`config.mk`:
```
export PLATFORM = sky130hd
export DESIGN_NAME = sad_best_match_flat
export DESIGN_NICKNAME = d
export VERILOG_FILES = /design/src/rtl/sad_best_match_if.sv /design/src/rtl/sad_best_match.sv /design/src/flat_wrapper.sv
export SDC_FILE = /design/constraint.sdc
export NUM_CORES = 1
export LEC_CHECK = 0
export ABC_AREA = 1
export ABC_CLOCK_PERIOD_IN_PS = 3100
export CAP_MARGIN = 20
export CORE_ASPECT_RATIO = 0.75
export CORE_MARGIN = 2
export CORE_UTILIZATION = 40
export CTS_CLUSTER_SIZE = 24
export DETAILED_ROUTE_END_ITERATION = 12
export SLEW_MARGIN = 20
export SYNTH_ARGS = -nofsm -noshare
export SYNTH_HDL_FRONTEND = slang
export SYNTH_SLANG_ARGS = --single-unit
```
`constraint.sdc`:
```
create_clock -name clk -period 3.1 [get_ports clk]
set_input_delay 0.775 -clock clk [delete_from_list [all_inputs] [get_ports clk]]
set_output_delay 0.775 -clock clk [all_outputs]
set_load 0.02 [all_outputs]
```
`src/rtl/sad_best_match_if.sv`:
```
// Handshake and result bundle between the SAD source, sad_best_match and its consumer.
// The slave modport is the block's view; the master modport is the driver/monitor view.
interface sad_best_match_if #(
  parameter int SAD_W = 10,
  parameter int ACC_W = 12,
  parameter int IDX_W = 4
);
  logic             start;
  logic [SAD_W-1:0] sad_in;
  logic             sad_valid;
  logic             sad_ready;
  logic             busy;
  logic             done;
  logic [ACC_W-1:0] best_sad;
  logic [IDX_W-1:0] best_idx;

  modport slave (
    input  start, sad_in, sad_valid,
    output sad_ready, busy, done, best_sad, best_idx
  );

  modport master (
    output start, sad_in, sad_valid,
    input  sad_ready, busy, done, best_sad, best_idx
  );
endinterface

```
`src/rtl/sad_best_match.sv`:
```
// Accumulates SUBBLK 2x2 SADs per candidate block and tracks the minimum candidate
// sum and its index over NCAND candidates, signalling the winner with a done pulse.
module sad_best_match #(
  parameter int SAD_W  = 10,
  parameter int SUBBLK = 4,
  parameter int NCAND  = 16,
  parameter int ACC_W  = 12,
  parameter int IDX_W  = 4
) (
  input  logic                clk,
  input  logic                rst,
  sad_best_match_if.slave     bus
);
  localparam int               SUB_W     = $clog2(SUBBLK);
  localparam logic [SUB_W-1:0] SUB_LAST  = SUB_W'(SUBBLK - 1);
  localparam logic [IDX_W-1:0] CAND_LAST = IDX_W'(NCAND - 1);

  typedef enum logic [1:0] {S_IDLE, S_RUN, S_DONE} state_t;

  state_t           r_state;
  logic [SUB_W-1:0] r_sub;
  logic [IDX_W-1:0] r_cand;
  logic [ACC_W-1:0] r_acc;
  logic [ACC_W-1:0] r_best_sad;
  logic [IDX_W-1:0] r_best_idx;
  logic             r_first;
  logic             r_busy;
  logic             r_done;
  logic             r_ready;

  logic             w_xfer;
  logic [ACC_W-1:0] w_sum;

  // Strict less-than keeps the earliest candidate on ties.
  function automatic logic is_better(input logic             first,
                                     input logic [ACC_W-1:0] cand,
                                     input logic [ACC_W-1:0] best);
    return first || (cand < best);
  endfunction

  // ACC_W = SAD_W + log2(SUBBLK), so the candidate sum cannot wrap.
  assign w_xfer = bus.sad_valid && r_ready;
  assign w_sum  = r_acc + ACC_W'(bus.sad_in);

  assign bus.sad_ready = r_ready;
  assign bus.busy      = r_busy;
  assign bus.done      = r_done;
  assign bus.best_sad  = r_best_sad;
  assign bus.best_idx  = r_best_idx;

  always_ff @(posedge clk) begin
    if (rst) begin
      r_state    <= S_IDLE;
      r_sub      <= '0;
      r_cand     <= '0;
      r_acc      <= '0;
      r_best_sad <= '1;
      r_best_idx <= '0;
      r_first    <= 1'b0;
      r_busy     <= 1'b0;
      r_done     <= 1'b0;
      r_ready    <= 1'b0;
    end else begin
      r_done <= 1'b0;
      case (r_state)
        S_IDLE: begin
          if (bus.start) begin
            r_state    <= S_RUN;
            r_busy     <= 1'b1;
            r_ready    <= 1'b1;
            r_sub      <= '0;
            r_cand     <= '0;
            r_acc      <= '0;
            r_first    <= 1'b1;
            r_best_sad <= '1;
            r_best_idx <= '0;
          end
        end
        S_RUN: begin
          if (w_xfer) begin
            if (r_sub != SUB_LAST) begin
              r_acc <= w_sum;
              r_sub <= r_sub + SUB_W'(1);
            end else begin
              if (is_better(r_first, w_sum, r_best_sad)) begin
                r_best_sad <= w_sum;
                r_best_idx <= r_cand;
              end
              r_acc   <= '0;
              r_sub   <= '0;
              r_first <= 1'b0;
              if (r_cand == CAND_LAST) begin
                r_state <= S_DONE;
                r_done  <= 1'b1;
                r_busy  <= 1'b0;
                r_ready <= 1'b0;
              end else begin
                r_cand <= r_cand + IDX_W'(1);
              end
            end
          end
        end
        S_DONE: r_state <= S_IDLE;
        default: r_state <= S_IDLE;
      endcase
    end
  end
endmodule

```
`src/flat_wrapper.sv`:
```
// flat-port wrapper written by rule: the top's interface ports become plain ports
module sad_best_match_flat 
#(
  parameter int SAD_W  = 10,
  parameter int SUBBLK = 4,
  parameter int NCAND  = 16,
  parameter int ACC_W  = 12,
  parameter int IDX_W  = 4
)
  (clk, rst, bus_start, bus_sad_in, bus_sad_valid, bus_sad_ready, bus_busy, bus_done, bus_best_sad, bus_best_idx);
  sad_best_match_if #(.SAD_W(SAD_W), .ACC_W(ACC_W), .IDX_W(IDX_W)) bus_i ();
  input  logic clk;
  input  logic rst;
  input wire logic [$bits(bus_i.start)-1:0] bus_start;
  input wire logic [$bits(bus_i.sad_in)-1:0] bus_sad_in;
  input wire logic [$bits(bus_i.sad_valid)-1:0] bus_sad_valid;
  output wire logic [$bits(bus_i.sad_ready)-1:0] bus_sad_ready;
  output wire logic [$bits(bus_i.busy)-1:0] bus_busy;
  output wire logic [$bits(bus_i.done)-1:0] bus_done;
  output wire logic [$bits(bus_i.best_sad)-1:0] bus_best_sad;
  output wire logic [$bits(bus_i.best_idx)-1:0] bus_best_idx;
  assign bus_i.start = bus_start;
  assign bus_i.sad_in = bus_sad_in;
  assign bus_i.sad_valid = bus_sad_valid;
  assign bus_sad_ready = bus_i.sad_ready;
  assign bus_busy = bus_i.busy;
  assign bus_done = bus_i.done;
  assign bus_best_sad = bus_i.best_sad;
  assign bus_best_idx = bus_i.best_idx;
  sad_best_match #(.SAD_W(SAD_W), .SUBBLK(SUBBLK), .NCAND(NCAND), .ACC_W(ACC_W), .IDX_W(IDX_W)) u_core (.clk(clk), .rst(rst), .bus(bus_i));
endmodule
```
==> results.toml <==
[outcome]
status = "complete, no violations"

[final_layout]
n_antenna_cell = 0
final_nets = 530
area_growth_pct = 56.1
nFillCells = 555
drive_gt1_share_pct = 37.4

[setup_path]
worstSetupStartpointType = "input port"
r2r-start = "u_core.r_acc[0]"
worstPathCellList = "dlygate4sd2_1 > ha_4 > nand2_2 > nor2_4 > nand3_4 > nand3_2 > nand2_2 > buf_4 > buf_4 > buf_4 > buf_4 > buf_4 > buf_4 > buf_4 > buf_4 > buf_4 > buf_4 > nand3_2 > nand2_2 > nand3_2"
reg2regPathDepth = 20
crit_arrival_ns = 3.31
path_max_fanout = 4
cp_slowest_cell = "ha_4"
reg2reg_slack_ns = 0.33
r2r-end = "u_core.bus.best_sad[10]"
worst_ep_required_time_ns = 3.33
critPathMaxStageDelay_ns = 0.31
path_class = "in2reg"
crit_top_cell = "buf_4"
end_kind = "flop"

[sta]
maxSlewViolCount = 0
finalCriticalPeriod_ns = 3.08
skew_ns = 0.0116
slew-limit-headroom_pct = 67.3
hold_viol = 0
finalCritPeriodShare_pct = 99.3
worstMarginPinSlew_ns = 0.490
setup_viol = 0
tns_ns = 0
fmax_mhz = 325
setup_slack_ns = 0.0207
rsz0062_at_grt = "yes"

[route]
ant_nets = 0
wl_met2_um = 3740
finalWirelength_um = 8070
met1_length_um = 3820
drt_iter0_drc = 138
drtPass1Iterations = 4
met3_length_um = 411
vias = 2809
wl_per_cell_um = 14.1
via_per_inst = 4.90
drc = 0
highest_layer = "met4"

[logic_synthesis]
ys_ff_latch = 39
synth-seq-area-share_pct = 29.9
syn_area_sq_um = 2610
synth_top_cell_area_share_pct = 29.9
synth_cell_types = 36
postSynthAreaPerCell_sq_um = 6.70
synth_cells = 390
yosys.area.top_type = "dfxtp_1"
netlist_top_cells_area = "dfxtp_1, nand2_1, ha_1"
syn_nets = 428
ys_warn_count = 0

[die]
core-area_sq_um = 6320
initial_utilization_pct = 41.3
row_count = 25
die_w_um = 97.3
die_h_um = 74.0
die_area_sq_um = 7200
ios = 33

[placement]
dpl.hpwl_um = 5340
portBuffers = 32
gp_congestion = 0.844
pre_cts_ws_ns = -0.605

[cts]
cts.htree.levels = 2
clk_pin_slew_worst_paths_ns = 0.08
root_buffer = "clkbuf_8"
clk_path_buf_depth = 2
cts.sinks = 39
cts_buffers = 5
cts_tree = "yes"
hold_buffers = 0
clock_latency_ns = 0.29

[global_route]
track_usage_pct = 21.6
grt_pass1_vias = 2656
antenna_found_initial = 0
gr-total-overflow = 0
grt_max_degree = 19
grt_pass1_wl_um = 12400

[worst_hold_path]
worstHoldPathCells = 2
min-delay-start = "u_core.bus.best_idx[1]"
hold_path_class = "reg2reg"
min_to = "u_core.bus.best_idx[1]"

[pwr]
leakagePower_uw = 0.00205
peakVddDrop_v = 0.000278
power.density_nw_per_um2 = 425

[run]
maxCapViolations = 0
-- cell type report --
cell class / instances / area [sq um] / share of cell area [%]
clock buffers: 6 / 82.6 / 2.03
clock inverters: 1 / 5.00 / 0.123
inverters: 64 / 245 / 6.02
multi-input cells: 279 / 2000 / 49.1
flip-flops and latches: 39 / 781 / 19.2
well taps: 81 / 101 / 2.49
repair buffers: 103 / 860 / 21.1
-- metrics by stage --
step	cell area [sq um]	instances	hold WS, ns	util [%]	total power, uW
floorplan	2640	390	0.437	-	972
global placement	3350	540	0.464	53.0	1210
detailed placement	3350	540	0.466	53.0	1220
CTS	3760	570	0.477	59.4	1620
global route	4080	573	0.496	64.5	1840
finish	4080	573	0.472	64.5	1730
-- synth_stat cells (all sizes together) --
cell / count
nand2: 128
inv: 64
nand3: 53
dfxtp: 39
nor2: 27
ha: 23
a21oi: 22
buf: 6
o21ai: 6
a22o: 3
clkbuf: 3
nand4: 3
nor3: 3
xnor2: 2
a21boi: 1
a21o: 1
a22oi: 1
and2: 1
fa: 1
o21a: 1
or2: 1
xor2: 1
-- worst max-delay path by stage --
stage | start | endpoint | depth (start not counted)
after global routing | bus_sad_in[5] | u_core.bus.best_sad[1] | 20
after detailed placement | bus_sad_in[0] | u_core.bus.best_sad[10] | 21
after global placement | bus_sad_in[0] | u_core.bus.best_sad[10] | 21
final | bus_sad_in[6] | u_core.bus.best_sad[10] | 20
after CTS | bus_sad_in[0] | u_core.bus.best_idx[0] | 21
after floorplan | bus_sad_in[0] | u_core.bus.best_sad[0] | 21
-- registers in the layout, summed over array words and instances, names as in the netlist --
register,cells
u_core.bus.best_idx,4
u_core.r_cand,4
u_core.r_acc,12
u_core.bus.best_sad,12
u_core.r_sub,2
u_core.r_first,1
u_core.r_state,2
u_core.bus.done,1
u_core.bus.busy,1
-- repair_timing --
item	in CTS	in global routing
gates cloned	0	1
pin swaps	18	39
buffers inserted	23	3
hold endpoints to repair	0	0
endpoints found under the setup margin	16	16
resized for setup	37	74
-- cell usage in the layout, fill, tap and decap left out, types with 15 or more instances in the layout --
cell type	instances
buf_4	66
nand3_1	37
nand2_2	35
dfxtp_1	39
inv_1	56
nor2_1	15
clkdlybuf4s50_1	22
a21oi_1	17
nand2_1	88
ha_4	15
-- power by group --
part	switching (uW)	internal, uW	total, uW
logic	425	362	787
registers	43.4	549	592
clock network	176	175	351
total	645	1090	1730
-- per-layer routing --
| layer | GRT usage [%] | vias up |
|---|---|---|
| li1 | - | 1435 |
| met1 | 30.3 | 1294 |
| met2 | 34.7 | 69 |
| met3 | 4.14 | 11 |
| met4 | 5.71 | 0 |
| met5 | 0 | - |
-- critical path: cells and delay by family --
family	cells	cell delay, ns
AND/OR/NAND/NOR	8	0.73
buffers and inverters	11	1.48
adder cells (fa/ha/maj)	1	0.31
-- kinds of logic (layout without fill, tap and decap cells) --
group                    Yosys count  in the layout  synth area share (%)
AO/OA/AOI/OAI                     35             35                  8.10
XOR/XNOR                           3              3                  1.01
adder cells (fa/ha/maj)           24             24                  11.8
buffers and inverters             73            174                  11.7
flip-flops                        39             39                  29.9
AND/OR/NAND/NOR                  216            217                  37.5
Note: power is estimated with default switching activity, not from simulation.
